## config.mk

```make
export PLATFORM = sky130hd
export DESIGN_NAME = pc_seq_unit
export DESIGN_NICKNAME = d
export VERILOG_FILES = /design/src/rtl/pc_seq_pkg.sv /design/src/rtl/pc_ret_stack.sv /design/src/rtl/pc_seq_unit.sv
export SDC_FILE = /design/constraint.sdc
export NUM_CORES = 1
export LEC_CHECK = 0
export ABC_AREA = 1
export ABC_CLOCK_PERIOD_IN_PS = 2400
export CORE_UTILIZATION = 54
export DETAILED_ROUTE_END_ITERATION = 8
export GPL_TIMING_DRIVEN = 1
export HOLD_SLACK_MARGIN = 0.06
export PLACE_DENSITY_LB_ADDON = 0.1
export SKIP_LAST_GASP = 1
export SYNTH_ARGS = -nofsm -noshare
export SYNTH_HDL_FRONTEND = slang
export SYNTH_HIERARCHICAL = 1
export SYNTH_SLANG_ARGS = --single-unit
export TNS_END_PERCENT = 20
```

## constraint.sdc

```tcl
create_clock -name clk -period 2.4 [get_ports clk]
set_input_delay 0.24 -clock clk [delete_from_list [all_inputs] [get_ports clk]]
set_output_delay 0.24 -clock clk [all_outputs]
set_load 0.05 [all_outputs]
```

## src/rtl/pc_seq_pkg.sv

```systemverilog
// Shared opcodes, FSM states and CCR flag positions for the EV22G5 PC sequencer.
package pc_seq_pkg;

  localparam logic [11:0] OP_JMP = 12'h800;
  localparam logic [11:0] OP_JZE = 12'h801;
  localparam logic [11:0] OP_JNE = 12'h802;
  localparam logic [11:0] OP_JCY = 12'h803;
  localparam logic [11:0] OP_RET = 12'h804;
  localparam logic [11:0] OP_BSR = 12'h805;
  localparam logic [11:0] OP_JSR = 12'h806;

  localparam int CCR_CY = 0;
  localparam int CCR_Z  = 2;
  localparam int CCR_N  = 3;

  typedef enum logic [1:0] {
    START = 2'd0,
    RUN   = 2'd1,
    COND  = 2'd2
  } state_e;

  // Which flag a pending conditional jump is waiting on.
  typedef enum logic [1:0] {
    CK_Z  = 2'd0,
    CK_N  = 2'd1,
    CK_CY = 2'd2
  } cond_e;

  function automatic logic cond_flag(input cond_e kind, input logic [3:0] ccr);
    case (kind)
      CK_Z:    return ccr[CCR_Z];
      CK_N:    return ccr[CCR_N];
      default: return ccr[CCR_CY];
    endcase
  endfunction

endpackage

```

## src/rtl/pc_ret_stack.sv

```systemverilog
// Bounded LIFO of return addresses; pushes when full and pops when empty are ignored.
module pc_ret_stack #(
  parameter int ADDR_W      = 12,
  parameter int STACK_DEPTH = 8
) (
  input  logic                               clk,
  input  logic                               rst_n,
  input  logic                               push,
  input  logic                               pop,
  input  logic [ADDR_W-1:0]                  din,
  output logic [ADDR_W-1:0]                  dout,
  output logic                               full,
  output logic                               empty,
  output logic [$clog2(STACK_DEPTH+1)-1:0]   level
);

  localparam int LVL_W = $clog2(STACK_DEPTH+1);
  localparam int PTR_W = $clog2(STACK_DEPTH);

  logic [ADDR_W-1:0] mem_q [STACK_DEPTH];
  logic [LVL_W-1:0]  level_q;
  logic [PTR_W-1:0]  top_idx;
  logic              do_push;
  logic              do_pop;

  assign full    = (level_q == LVL_W'(STACK_DEPTH));
  assign empty   = (level_q == '0);
  assign do_push = push && !full;
  assign do_pop  = pop && !push && !empty;
  assign top_idx = PTR_W'(level_q - 1'b1);
  assign dout    = empty ? '0 : mem_q[top_idx];
  assign level   = level_q;

  // Entry storage needs no reset: only slots below level_q are ever read.
  always_ff @(posedge clk) begin
    if (do_push) mem_q[PTR_W'(level_q)] <= din;
  end

  always_ff @(posedge clk or negedge rst_n) begin
    if (!rst_n) begin
      level_q <= '0;
    end else if (do_push) begin
      level_q <= level_q + 1'b1;
    end else if (do_pop) begin
      level_q <= level_q - 1'b1;
    end
  end

endmodule

```

## src/rtl/pc_seq_unit.sv

```systemverilog
// Program-counter sequencer: decodes the IR opcode into the next fetch address,
// with flag-conditional jumps (one stall cycle) and stacked subroutine calls.
module pc_seq_unit
  import pc_seq_pkg::*;
#(
  parameter int ADDR_W      = 12,
  parameter int INSTR_W     = 24,
  parameter int OPC_W       = 12,
  parameter int STACK_DEPTH = 8
) (
  input  logic                             clk,
  input  logic                             rst_n,
  input  logic                             enable,
  input  logic [INSTR_W-1:0]               ir,
  input  logic [3:0]                       ccr,
  output logic [ADDR_W-1:0]                pc_output,
  output logic                             stall,
  output logic                             stack_ovf,
  output logic                             stack_unf,
  output logic [$clog2(STACK_DEPTH+1)-1:0] stack_level
);

  logic [OPC_W-1:0]  opc;
  logic [ADDR_W-1:0] tgt;
  logic [ADDR_W-1:0] pc_inc;
  logic [ADDR_W-1:0] stk_top;
  logic              stk_full;
  logic              stk_empty;
  logic              is_call;
  logic              is_ret;
  logic              push;
  logic              pop;

  state_e            state_q;
  cond_e             cond_q;
  logic [ADDR_W-1:0] pc_q;
  logic              stall_q;
  logic              ovf_q;
  logic              unf_q;

  assign opc     = ir[INSTR_W-1 -: OPC_W];
  assign tgt     = ir[ADDR_W-1:0];
  assign pc_inc  = pc_q + 1'b1;
  assign is_call = (opc == OPC_W'(OP_BSR)) || (opc == OPC_W'(OP_JSR));
  assign is_ret  = (opc == OPC_W'(OP_RET));
  assign push    = enable && (state_q == RUN) && is_call;
  assign pop     = enable && (state_q == RUN) && is_ret;

  pc_ret_stack #(
    .ADDR_W      (ADDR_W),
    .STACK_DEPTH (STACK_DEPTH)
  ) u_stack (
    .clk   (clk),
    .rst_n (rst_n),
    .push  (push),
    .pop   (pop),
    .din   (pc_inc),
    .dout  (stk_top),
    .full  (stk_full),
    .empty (stk_empty),
    .level (stack_level)
  );

  always_ff @(posedge clk or negedge rst_n) begin
    if (!rst_n) begin
      state_q <= START;
      cond_q  <= CK_Z;
      pc_q    <= '0;
      stall_q <= 1'b0;
      ovf_q   <= 1'b0;
      unf_q   <= 1'b0;
    end else if (enable) begin
      case (state_q)
        START: state_q <= RUN;
        RUN: begin
          case (opc)
            OPC_W'(OP_JMP): pc_q <= tgt;
            OPC_W'(OP_JZE): begin cond_q <= CK_Z;  state_q <= COND; stall_q <= 1'b1; end
            OPC_W'(OP_JNE): begin cond_q <= CK_N;  state_q <= COND; stall_q <= 1'b1; end
            OPC_W'(OP_JCY): begin cond_q <= CK_CY; state_q <= COND; stall_q <= 1'b1; end
            OPC_W'(OP_RET): begin
              pc_q <= stk_empty ? pc_inc : stk_top;
              if (stk_empty) unf_q <= 1'b1;
            end
            // Relative offset is the full-width target, so plain wrap-around
            // addition is the sign-extended branch.
            OPC_W'(OP_BSR): begin
              pc_q <= pc_q + tgt;
              if (stk_full) ovf_q <= 1'b1;
            end
            OPC_W'(OP_JSR): begin
              pc_q <= tgt;
              if (stk_full) ovf_q <= 1'b1;
            end
            default: pc_q <= pc_inc;
          endcase
        end
        COND: begin
          pc_q    <= cond_flag(cond_q, ccr) ? tgt : pc_inc;
          stall_q <= 1'b0;
          state_q <= RUN;
        end
        default: state_q <= START;
      endcase
    end
  end

  assign pc_output = pc_q;
  assign stall     = stall_q;
  assign stack_ovf = ovf_q;
  assign stack_unf = unf_q;

endmodule

```

==> run metrics <==
status finished clean; NumNets Final 958; IO buf count 48; clock network latency to the later pin of the worst-skew pair 0.41 ns; number of placed instances with taps included 1061; data required time at the worst endpoint 2.70 ns; Die X 114 um; clock transition time at the flip-flop clock pins of the worst setup and hold paths 0.06 ns; share of synthesized cell area in full adder, half adder and majority cells 0.0286; routed len/inst 15.2 um; detailed-route via count 5702; Netlist cell types 38; Worst path top cell family by delay simple AND/OR/NAND/NOR gates; most common cell after layout, fill and taps aside nand2_1; setup violators final 0; global-route wire length before repair 26600 um; sum of internal, switching and leakage power 7250 uW; Slew Limit Headroom 0.570; number of instances in the synthesized netlist 839; Sequential Power Share 0.370; main combinational cell family by area after synthesis simple AND/OR/NAND/NOR gates; Worst path slowest cell dfrtp_1; Critical Setup Path Class register to register; buffer type at the clock tree root clkbuf_16; Worst setup EP type register; vias per cell 5.22; cts repair resizes 0; Die Y 114 um; vias in the first global route 5364; Synth Register Bits 119; number of enable flip-flop cells after synthesis 96; simple-gate portion of the synthesized area 0.318; tightest hold margin 0.186 ns; fin crit period 2.15 ns; switching pwr 2390 uW; die area 0.0131 mm2; total number of yosys warnings 6; worst vdd ir 0.000658 V; Switching Fraction 0.330; Leak Pwr 0.00365 uW; largest buffer count on any clock path 2; row cnt 40; non-filler instance count after layout 1093; setup repair after global routing missed its margin no; share of cell area taken by muxes after synthesis 0; internal power summed over all cells 4860 uW; hold buffer count at cts 0; post-route clock period utilization 0.895; Post-Route Utilization 0.685; starting density of the core 0.561; count of pins on the block boundary 50; Post-Route WL 16600 um; number of antenna violations at the first check in global routing 0; asr flop ratio synth 0.193; clk sinks 119; post-synth top area share 0.422; cell types occupying the most area after synthesis edfxtp_1 (42%), nand2_1 (14%), dfrtp_1 (8.4%); Final Hold Vio Count 0; fraction of the yosys area taken by sequential cells 0.507; CTS tree yes; max-capacitance violation count 0; post-synthesis compound-gate area fraction 0.0550; grt ovf 0; Layout Skew 0.00903 ns; arrival time of data at the critical path endpoint 2.45 ns; post-detail-place hpwl 11600 um; maximum number of pins on one net before global-route repair 65; Total GRT Usage 0.269; antenna violation net count after detailed routing 0; Worst Max-Slew Pin Slew 0.645 ns; Core Box Area 0.0122 mm2; Setup Fix Bufs, Post-CTS 0; H-tree depth 4; 1st-iter DRT viols 416; CP cell instances ha_1 -> nand4_2 -> nor2_2 -> nand3_1 -> nand2_1 -> nand2_1 -> a21oi_1 -> nand2_1 -> nand2_1 -> a21oi_1; biggest area consumer among synthesized cells edfxtp_1; total negative setup slack 0 ns; clock network fraction of design power 0.349; critical-path maximum fanout 10; Critical Path Source Type register; Hold WC Path Type primary input to asynchronous set/reset pin; Max Freq 466 MHz; number of design rule violations left after detail routing 0; summed instance area of the synthesized netlist 0.00683 mm2; final number of max-transition violations 0; proportion of layout cells with a drive suffix above 1 0.131; drt first pass iters 6; RD Place Congestion 0.850; buffers plus inverters on the worst setup path 0; cell occurring most often along the worst timing path nand2_1; Post-Synthesis Net Count 885; average instance area after synthesis 8.14 um2; highest cell delay on the worst timing path 0.48 ns; power share of the combinational group 0.281; Cell Pwr Density 870 mW/mm2; ys flop type edfxtp_1; TritonCTS Buffers 17; top library cells by usage in the layout, fill and taps aside nand2_1 (254), nor2_1 (139), edfxtp_1 (96), inv_1 (84), nand3_1 (50); P&R area growth vs syn 22.0%; XOR/XNOR Fraction of Synth Area 0.0152; Diodes inserted 0
[synthesized netlist by cell type (3+ instances only)]
master    number
a21oi_1       18
buf_2         22
buf_6          3
dfrtp_1       23
edfxtp_1      96
ha_1          14
inv_1         84
inv_2         12
nand2_1      254
nand2_2        5
nand3_1       50
nand3_2       10
nand3b_1       4
nand4_1       12
nor2_1       143
nor2_2         7
nor2_4         5
nor3_1         4
o211ai_1       5
o21ai_0        6
o21ai_1       29
o21bai_1       3
xor2_1         8
[stage by stage]
step / area [um2] / setup slack (ns)
final: 8330 / 0.252
after global routing: 8330 / 0.0565
after CTS: 8330 / 0.291
after detailed placement: 7740 / 0.0431
after global placement: 7740 / 0.0682
after floorplan: 6860 / 0.0158
[metal layers]
layer  wire length, um  GRT usage
met5                 0          0
met4               205     0.0944
met3               742     0.0418
met2              8040      0.448
met1              7660      0.360
[power by group through the flow]
stage                     sequential [uW]  clock, uW  combinational (uW)
final                                2680       2530                2040
after global routing                 2690       2630                2280
after CTS                            2670       2550                2040
after detailed placement             2710          0                2020
after global placement               2710          0                1970
after floorplan                      2930          0                1120
[area by class of cell]
class / instances / area (um2)
fillers: 972 / 3830
repair buffers: 83 / 841
multi-input cells: 595 / 2870
inverters: 96 / 360
well taps: 168 / 210
flip-flops and latches: 119 / 3460
clock inverters: 13 / 155
clock buffers: 19 / 433
[kinds of logic after synthesis]
| kind of cell | count (synthesis) |
|---|---|
| adders and majority gates | 15 |
| DFF | 119 |
| xor gates and xnor gates | 11 |
| and+or+nand+nor | 502 |
| buffers and inverters | 125 |
| AOI/OAI and AO/OA | 67 |
[final timing paths]
check,start,to,slack (ns),depth (start not counted)
worst min-delay path,rst_n,pc_output[9],0.19,2
max in group asynchronous,rst_n,u_stack/level[0],1.91,2
worst max-delay path,pc_output[1],pc_output[10],0.25,10
worst min register to register,stack_ovf,stack_ovf,0.46,1
worst max register to register,pc_output[1],pc_output[10],0.25,10
min in group clk,stack_ovf,stack_ovf,0.46,1
[worst register-to-register path, cell delays in order (launching register included)]
cell	delay, ns
dfrtp_1	0.48
ha_1	0.29
nand4_2	0.22
nor2_2	0.20
nand3_1	0.09
nand2_1	0.07
nand2_1	0.25
a21oi_1	0.24
nand2_1	0.07
nand2_1	0.06
a21oi_1	0.06
[registers in the layout (all words and copies together) (netlist names)]
| register | flops |
|---|---|
| pc_output | 12 |
| u_stack/mem_q | 96 |
| stack_ovf | 1 |
| cond_q | 2 |
| state_q | 2 |
| stall | 1 |
| stack_unf | 1 |
| u_stack/level | 4 |
Power figures use the tool's default switching activity.
